[src/rtl/countdown_display.sv]
// Display/alarm back-end for the two-digit BCD countdown timer: input resync,
// multiplexed common-anode 7-segment scan, alarm blink and buzzer tone.
module countdown_display #(
  parameter int SCAN_DIV  = 25000,
  parameter int TONE_DIV  = 12500,
  parameter int BLINK_DIV = 12500000,
  parameter int BLANK_LZ  = 1
) (
  input  logic       clock_50,
  input  logic       reset,
  input  logic [3:0] TimeH,
  input  logic [3:0] TimeL,
  input  logic       beep,
  output logic [6:0] seg,
  output logic [1:0] an,
  output logic       buzzer,
  output logic       err
);

  localparam int SCAN_W  = $clog2(SCAN_DIV);
  localparam int TONE_W  = $clog2(TONE_DIV);
  localparam int BLINK_W = $clog2(BLINK_DIV);

  localparam logic [SCAN_W-1:0]  SCAN_LAST  = SCAN_W'(SCAN_DIV - 1);
  localparam logic [TONE_W-1:0]  TONE_LAST  = TONE_W'(TONE_DIV - 1);
  localparam logic [BLINK_W-1:0] BLINK_LAST = BLINK_W'(BLINK_DIV - 1);

  localparam logic [6:0] SEG_BLANK = 7'h7F;
  localparam logic [6:0] SEG_DASH  = 7'h3F;

  function automatic logic [6:0] bcd_to_seg(input logic [3:0] digit);
    logic [6:0] pattern;
    case (digit)
      4'd0:    pattern = 7'h40;
      4'd1:    pattern = 7'h79;
      4'd2:    pattern = 7'h24;
      4'd3:    pattern = 7'h30;
      4'd4:    pattern = 7'h19;
      4'd5:    pattern = 7'h12;
      4'd6:    pattern = 7'h02;
      4'd7:    pattern = 7'h78;
      4'd8:    pattern = 7'h00;
      4'd9:    pattern = 7'h10;
      default: pattern = SEG_DASH;
    endcase
    return pattern;
  endfunction

  logic [8:0]         sync_p1, sync_p2, disp_p3;
  logic [SCAN_W-1:0]  scan_cnt;
  logic [TONE_W-1:0]  tone_cnt;
  logic [BLINK_W-1:0] blink_cnt;
  logic               digit_sel, blink_phase, tone_low;
  logic               alarm;
  logic [3:0]         digit_h, digit_l;
  logic [6:0]         seg_d;
  logic [1:0]         an_d;
  logic               buzzer_d;

  assign alarm   = disp_p3[8];
  assign digit_h = disp_p3[7:4];
  assign digit_l = disp_p3[3:0];

  // Stage p1/p2: resync from the slow counter domain; p3 accepts only a value held two cycles
  always_ff @(posedge clock_50 or negedge reset) begin
    if (!reset) begin
      sync_p1 <= '0;
      sync_p2 <= '0;
      disp_p3 <= '0;
    end else begin
      sync_p1 <= {beep, TimeH, TimeL};
      sync_p2 <= sync_p1;
      if (sync_p2 == sync_p1)
        disp_p3 <= sync_p2;
    end
  end

  always_ff @(posedge clock_50 or negedge reset) begin
    if (!reset) begin
      scan_cnt  <= '0;
      digit_sel <= 1'b0;
    end else if (scan_cnt == SCAN_LAST) begin
      scan_cnt  <= '0;
      digit_sel <= ~digit_sel;
    end else begin
      scan_cnt  <= scan_cnt + 1'b1;
    end
  end

  // Dropping the alarm overrides any wrap so the next alarm starts in phase 0, tone high
  always_ff @(posedge clock_50 or negedge reset) begin
    if (!reset) begin
      blink_cnt   <= '0;
      blink_phase <= 1'b0;
      tone_cnt    <= '0;
      tone_low    <= 1'b0;
    end else if (!alarm) begin
      blink_cnt   <= '0;
      blink_phase <= 1'b0;
      tone_cnt    <= '0;
      tone_low    <= 1'b0;
    end else if (blink_cnt == BLINK_LAST) begin
      blink_cnt   <= '0;
      blink_phase <= ~blink_phase;
      tone_cnt    <= '0;
      tone_low    <= 1'b0;
    end else begin
      blink_cnt <= blink_cnt + 1'b1;
      if (tone_cnt == TONE_LAST) begin
        tone_cnt <= '0;
        tone_low <= ~tone_low;
      end else begin
        tone_cnt <= tone_cnt + 1'b1;
      end
    end
  end

  always_comb begin
    seg_d    = SEG_BLANK;
    an_d     = digit_sel ? 2'b01 : 2'b10;
    buzzer_d = alarm & ~blink_phase & ~tone_low;
    if (!(alarm && blink_phase)) begin
      if (!digit_sel)
        seg_d = bcd_to_seg(digit_l);
      else if ((BLANK_LZ != 0) && (digit_h == 4'd0))
        seg_d = SEG_BLANK;
      else
        seg_d = bcd_to_seg(digit_h);
    end
  end

  // Stage p4: registered pin drivers, one cycle behind the scan/alarm state
  always_ff @(posedge clock_50 or negedge reset) begin
    if (!reset) begin
      seg    <= SEG_BLANK;
      an     <= 2'b11;
      buzzer <= 1'b0;
      err    <= 1'b0;
    end else begin
      seg    <= seg_d;
      an     <= an_d;
      buzzer <= buzzer_d;
      err    <= err | (digit_h > 4'd9) | (digit_l > 4'd9);
    end
  end

endmodule

[config.mk]
export PLATFORM = sky130hd
export DESIGN_NAME = countdown_display
export DESIGN_NICKNAME = d
export VERILOG_FILES = /design/src/rtl/countdown_display.sv
export SDC_FILE = /design/constraint.sdc
export NUM_CORES = 1
export LEC_CHECK = 0
export BUFFER_PORTS_ARGS = -buffer_cell sky130_fd_sc_hd__buf_2
export CAP_MARGIN = 20
export CORE_ASPECT_RATIO = 0.75
export CORE_UTILIZATION = 49
export DETAILED_ROUTE_END_ITERATION = 12
export GPL_TIMING_DRIVEN = 0
export PLACE_DENSITY = 0.7
export SLEW_MARGIN = 20
export SYNTH_ARGS = -nofsm -noshare
export SYNTH_HDL_FRONTEND = slang
export SYNTH_SLANG_ARGS = --single-unit
[constraint.sdc]
create_clock -name clock_50 -period 2.2 [get_ports clock_50]
set_clock_uncertainty 0.1 [all_clocks]
set_input_delay 0.11 -clock clock_50 [delete_from_list [all_inputs] [get_ports clock_50]]
set_output_delay 0.11 -clock clock_50 [all_outputs]
set_load 0.02 [all_outputs]
==> qor.csv, run 1 <==
stage,metric,value,unit
drt,firstDrtPassIters,4,
pwr,p_int,2.704,mW
critical_path,worst-setup-path-type,flip-flop to flip-flop,
critical_path,endpoint_kind,flip-flop,
yosys,postSynthAreaPerCell,10.76,sq um
timing,max-slew-margin-rel,48.89,%
yosys,synth-adder-area-share,3.750,%
pwr,pwr-share-clk,39.9,%
timing,finalSetupTns,0,ps
cells_and_area,drive_gt1_share,15.49,%
outcome,outcome,completed,
yosys,async_flop_share,100.0,%
cells_and_area,nNetsFinal,471,
yosys,synth-edff-count,0,
drt,drc_errors,0,
yosys,synthCells,403,
floorplanning,die-area,0.009237,sq mm
yosys,synth_flop_cell,dfrtp_1,
floorplanning,coreArea,0.008527,sq mm
pwr,peakVddDrop,0.0006989,V
drt,wl,8137,microns
critical_path,path_cells,nand4_1 -> or4_1 -> buf_2 -> or3_1 -> a21oi_1,
yosys,yosysSeqAreaShare,54.49,%
yosys,syn_area,0.004338,sq mm
timing,rsz0062_at_grt,no,
critical_path,start_kind,flip-flop,
global_routing,grt_overflow,0,
pwr,power_switching,914.6,uW
yosys,synth_top_family_by_area,simple AND/OR/NAND/NOR gates,
global_routing,antenna_found_initial,0,
cells_and_area,syn2layout_area_growth,15.86,%
cts,cts_tree,done,
timing,fin_crit,2045,ps
timing,max_freq,489.1,MHz
timing,worst_pin_slew,762.6,ps
cells_and_area,regArea,0.002364,sq mm
drt,viasPerCell,5.523,
drt,drtAntennaViolNets,0,
critical_path,worstPathMaxFanout,7,
timing,slew_viol_final,0,
cells_and_area,stdcell_count,560,
pwr,seqPwrFrac,51.1,%
cells_and_area,n_fill_cell,718,
critical_path,critical_path.slowest_cell,or4_1,
cts,clkTransAtPathRegs,70,ps
yosys,ys_types,44,
timing,report.final.hold_viol_count,0,
critical_path,cp.arrival,2220,ps
floorplanning,rows,29,
critical_path,critPathRequiredTime,2370,ps
cts,clk_latency,340,ps
place,place_ws,-107.0,ps
floorplanning,initial_core_util,50.87,%
cts,clock_path_buffers,2,
critical_path,cpLargestDelayFamily,simple AND/OR/NAND/NOR gates,
timing,fin_ws,155.3,ps
yosys,synth_compound_area_share,7.470,%
cells_and_area,antenna_cells,0,
floorplanning,die_h,83.49,microns
cts,cts_made_buffers,9,
timing,finalSetupViolations,0,
cells_and_area,multi_input_area,0.001903,sq mm
worst_hold_path,hold_path.class,primary input to asynchronous set/reset pin,
cts,cts_root_buf,clkbuf_16,
timing,min_period_over_period,92.94,%
cts,numClockSinks,94,
global_routing,grt_pass1_vias,2989,
global_routing,grt_max_degree,55,
pwr,pwr-share-comb,8.9,%
place,io_buffer_count,21,
floorplanning,ios,22,
timing,holdWs,134.4,ps
yosys,synth_nets,427,
run,maxCapViolations,0,
pwr,p_sw_share,25.28,%
global_routing,grt_pass1_wl,13970,microns
drt,vias,3093,
floorplanning,die_w,110.6,microns
critical_path,worst-path-buf-inv,1,
yosys,synth_seq_cells,94,
drt,drtIter0Drc,109,
yosys,synth_mux_area_share,2.336,%
pwr,leakagePower,2.115,nW
pwr,cellPowerDensity,720.0,mW/mm^2
yosys,synth_warnings,0,
place,place_congestion,0.8131,
drt,wire_per_inst,14.53,microns
cts,h-tree-depth,3,
global_routing,grt_usage,18.95,%
place,dp_hpwl,5570,microns
yosys,synth-simple-area-share,20.65,%
yosys,synth_xor_area_share,9.086,%
pwr,power,3.619,mW
place,placed_cells,533,
critical_path,slowest_delay,560,ps
repair_timing:
item	4_1_cts	5_1_grt
endpoints found under the setup margin	30	35
pin swaps	2	1
hold buffers	10	0
buffers inserted	1	1
resized for setup	2	1
endpoints found under the hold margin	103	0
flip-flops by register name, indices dropped and copies added, names as in the netlist:
name / count
sync_p2: 9
sync_p1: 9
buzzer: 1
blink_cnt: 24
err: 1
blink_phase: 1
tone_cnt: 14
seg: 7
digit_sel: 1
an: 2
scan_cnt: 15
tone_low: 1
disp_p3: 9
per-layer routing:
| metal | global-route usage, % | routed length (microns) |
|---|---|---|
| met5 | 0 | 0 |
| met4 | 7.152 | 107 |
| met1 | 26.37 | 4088 |
| met2 | 28.51 | 3682 |
| met3 | 5.084 | 260 |
final timing paths:
check	startpoint	endpoint	slack, ps	depth (start not counted)
max reg2reg	blink_cnt[0]	blink_cnt[23]	160	5
max	blink_cnt[0]	blink_cnt[23]	160	5
min	reset	blink_cnt[20]	130	2
min in group clock_50	TimeH[3]	sync_p1[7]	300	2
max in group asynchronous	reset	tone_cnt[6]	1270	3
min reg2reg	sync_p1[4]	sync_p2[4]	310	0
power by group through the flow:
stage               sequential (mW)  clock, mW  combinational [mW]
finish                         1.85       1.44               0.323
global route                   1.86       1.54               0.361
CTS                            1.85       1.48               0.325
detailed placement             1.88          0               0.306
global placement               1.88          0               0.292
floorplan                      1.91          0               0.151
synthesized netlist by cell type, types with 11 or more instances:
master	instances	area, sq um
nand3_1	16	80.08
nor2_1	48	180.2
inv_1	14	52.55
ha_1	13	162.7
a21oi_1	17	85.08
nand4_1	20	125.1
nand2_1	21	78.83
o21ai_0	14	70.07
xnor2_1	16	140.1
dfrtp_1	85	2127
or3_1	11	68.82
xor2_1	29	254.0
placed cells by master, fill, tap and decap left out, drive strengths merged, types with 2 or more instances in the layout:
master	synthesis	layout
and2	10	10
nor3	4	4
buf	5	29
xor2	29	29
a21oi	17	17
clkbuf	5	14
nor4b	3	3
a211oi	2	2
mux2	9	9
o221ai	5	5
dfrtp	85	85
nor2	48	48
dlygate4sd3	0	10
nor2b	5	5
and4	7	7
and3	5	5
nand3	17	17
nand2	21	21
o21ai	15	15
nand3b	3	3
o31ai	3	3
o211ai	4	4
inv	14	14
dfstp	9	9
ha	13	13
nand4	20	20
or3	11	11
nor4	5	5
or4	4	4
clkinvlp	0	3
xnor2	16	16
clkinv	0	3
cell type report:
type,instances,area share (%)
Sequential cell,94,47.03
Multi-Input combinational cell,285,37.86
Timing Repair Buffer,34,5.054
Clock buffer,10,4.556
Tap cell,108,2.689
Inverter,14,1.046
Clock inverter,6,0.9709
Buffer,9,0.7966
cell families after synthesis:
| family | after synthesis |
|---|---|
| AOI/OAI and AO/OA | 52 |
| DFF | 94 |
| xor gates and xnor gates | 45 |
| and+or+nand+nor | 166 |
| muxes | 9 |
| adders and majority gates | 13 |
| buffers and inverters | 24 |
stage by stage:
stage | instance area (sq um) | utilization, %
after floorplan | 4338 | -
after global placement | 4578 | 53.69
after detailed placement | 4612 | 54.09
after CTS | 5009 | 58.74
after global routing | 5026 | 58.94
final | 5026 | 58.94
Power figures use the tool's default switching activity.
==> run 2: changes to the inputs <==
- BUFFER_PORTS_ARGS: -buffer_cell sky130_fd_sc_hd__buf_2 -> -buffer_cell sky130_fd_sc_hd__buf_4
- CELL_PAD_IN_SITES_DETAIL_PLACEMENT: not set -> 0
- CELL_PAD_IN_SITES_GLOBAL_PLACEMENT: not set -> 1
- HOLD_SLACK_MARGIN: not set -> 0.15
- PLACE_DENSITY: 0.7 -> 0.83
==> qor.csv, run 2 (synthesis results as in run 1) <==
stage,metric,value,unit
critical_path,worstPathMaxFanout,7,
drt,routed-wl-met3,284,microns
critical_path,r2r_slack,140,ps
timing,worst_pin_slew,837.8,ps
outcome,outcome,completed,
cells_and_area,stdcell_count,559,
floorplanning,initial_core_util,50.87,%
cts,cts_tree,done,
worst_hold_path,worst_hold_startpoint,sync_p1[1],
floorplanning,coreArea,0.008527,sq mm
floorplanning,die_h,83.49,microns
cells_and_area,largest_register_ffs,24,
place,placed_cells,532,
place,dp_hpwl,5446,microns
cts,clkTransAtPathRegs,70,ps
critical_path,worst-setup-path-type,flip-flop to flip-flop,
place,postPlaceCellArea,0.004634,sq mm
global_routing,grt_usage,19.69,%
floorplanning,rows,29,
cells_and_area,final_cell_mix,"dfrtp_1, nor2_1, xor2_1",
global_routing,grt_pass1_wl,14380,microns
timing,report.final.hold_viol_count,0,
global_routing,grt_pass1_vias,2933,
critical_path,critPathRequiredTime,2370,ps
drt,vias,3057,
global_routing,grt_overflow,0,
cts,cts_made_buffers,9,
critical_path,start_kind,flip-flop,
cts,numClockSinks,94,
worst_hold_path,hold_depth,0,
floorplanning,die_w,110.6,microns
cts,h-tree-depth,3,
floorplanning,die-area,0.009237,sq mm
timing,max-slew-margin-rel,44.15,%
cells_and_area,finish.instance_area,0.005062,sq mm
drt,firstDrtPassIters,4,
critical_path,timing.rr.start,blink_cnt[0],
worst_hold_path,hold_end,sync_p2[1],
critical_path,cp.arrival,2230,ps
worst_hold_path,hold_path.class,flip-flop to flip-flop,
pwr,leakagePower,2.130,nW
drt,dr.max_layer_used,met4,
cells_and_area,reg_top3,"blink_cnt: 24 flops, scan_cnt: 15 flops, tone_cnt: 14 flops",
cells_and_area,antenna_cells,0,
cells_and_area,regMostFlops,blink_cnt,
critical_path,r2r_end,blink_cnt[23],
drt,wire_per_inst,14.94,microns
floorplanning,ios,22,
timing,min_period_over_period,93.64,%
cts,clk_latency,340,ps
run,maxCapViolations,0,
drt,drtIter0Drc,175,
cells_and_area,final_common_cell,dfrtp_1,
cells_and_area,syn2layout_area_growth,16.70,%
global_routing,grt_max_degree,95,
drt,wl_met2,3733,microns
cts,cts_root_buf,clkbuf_16,
place,io_buffer_count,21,
critical_path,reg2reg_depth,5,
timing,rsz0062_at_grt,no,
drt,drt-met1-wl,4275,microns
drt,drc_errors,0,
place,place_congestion,0.8011,
timing,max_freq,485.4,MHz
timing,fin_crit,2060,ps
drt,viasPerCell,5.469,
cts,clock_path_buffers,2,
cells_and_area,drive_gt1_share,15.52,%
critical_path,slowest_delay,560,ps
critical_path,critical_path.slowest_cell,or4_1,
critical_path,path_cells,nand4_1 -> or4_1 -> buf_2 -> or3_1 -> a21oi_1,
timing,finalSetupViolations,0,
drt,wl,8354,microns
cells_and_area,nNetsFinal,470,
pwr,cellPowerDensity,729.6,mW/mm^2
drt,drtAntennaViolNets,0,
pwr,peakVddDrop,0.0005779,V
critical_path,endpoint_kind,flip-flop,
global_routing,antenna_found_initial,0,
timing,slew_viol_final,0,
==> run 2: worst max-delay path: cells and delay by family (launching register included) <==
kind | cells | cell delay (ps)
simple gates | 3 | 1140
compound gates | 1 | 150
flops | 1 | 420
buf+inv | 1 | 180
==> run 2: power by group <==
part	switching [mW]	internal [mW]	leakage (nW)
Sequential	0.0454	1.81	1.22
Combinational	0.195	0.141	0.766
Clock	0.715	0.792	0.141
Total	0.955	2.74	2.13
==> run 2: per-stage QoR <==
stage / hold slack [ps] / total power, mW / setup TNS [ps] / worst slack (ps) / utilization [%]
2_1_floorplan: -285.6 / 2.062 / 0 / 320.2 / -
3_3_place_gp: 119.7 / 2.193 / -2235 / -92.40 / 54.31
3_5_place_dp: 120.6 / 2.199 / -1940 / -92.74 / 54.35
4_1_cts: 296.6 / 3.734 / 0 / 2.810 / 59.18
5_1_grt: 300.8 / 3.827 / 0 / 17.71 / 59.37
6_report: 293.8 / 3.693 / 0 / 140.0 / 59.37
==> run 2: area by class of cell <==
class	instances	area, sq um
clock buffers	9	225.2
plain buffers	9	40.04
clock inverters	7	66.31
fillers	721	3465
repair buffers	33	276.5
multi-input cells	285	1903
flip-flops and latches	94	2364
well taps	108	135.1
inverters	14	52.55
==> run 2: worst max-delay path by stage <==
stage                 start  slack, ps  cells after the start             to
3_5_place_dp   blink_cnt[0]        -90                      7   tone_cnt[12]
2_1_floorplan  blink_cnt[0]        320                      6  blink_cnt[18]
6_report       blink_cnt[0]        140                      5  blink_cnt[23]
4_1_cts        blink_cnt[0]          3                      7   blink_cnt[3]
5_1_grt        blink_cnt[0]         20                      5  blink_cnt[17]
3_3_place_gp   blink_cnt[0]        -90                      7    tone_cnt[7]
==> run 2: repair_timing <==
item / CTS / global route
endpoints found under the setup margin: 37 / 36
pin swaps: 2 / 1
hold buffers: 10 / 0
endpoints found under the hold margin: 94 / 0
buffers inserted: 1 / 1
gates cloned: 0 / 0
resized for setup: 2 / 2
==> run 2: layer usage <==
metal  track usage, %  vias up
li1                 -     1516
met3            5.229        6
met5                0        -
met1            28.43     1491
met2            29.47       44
met4            5.212        0
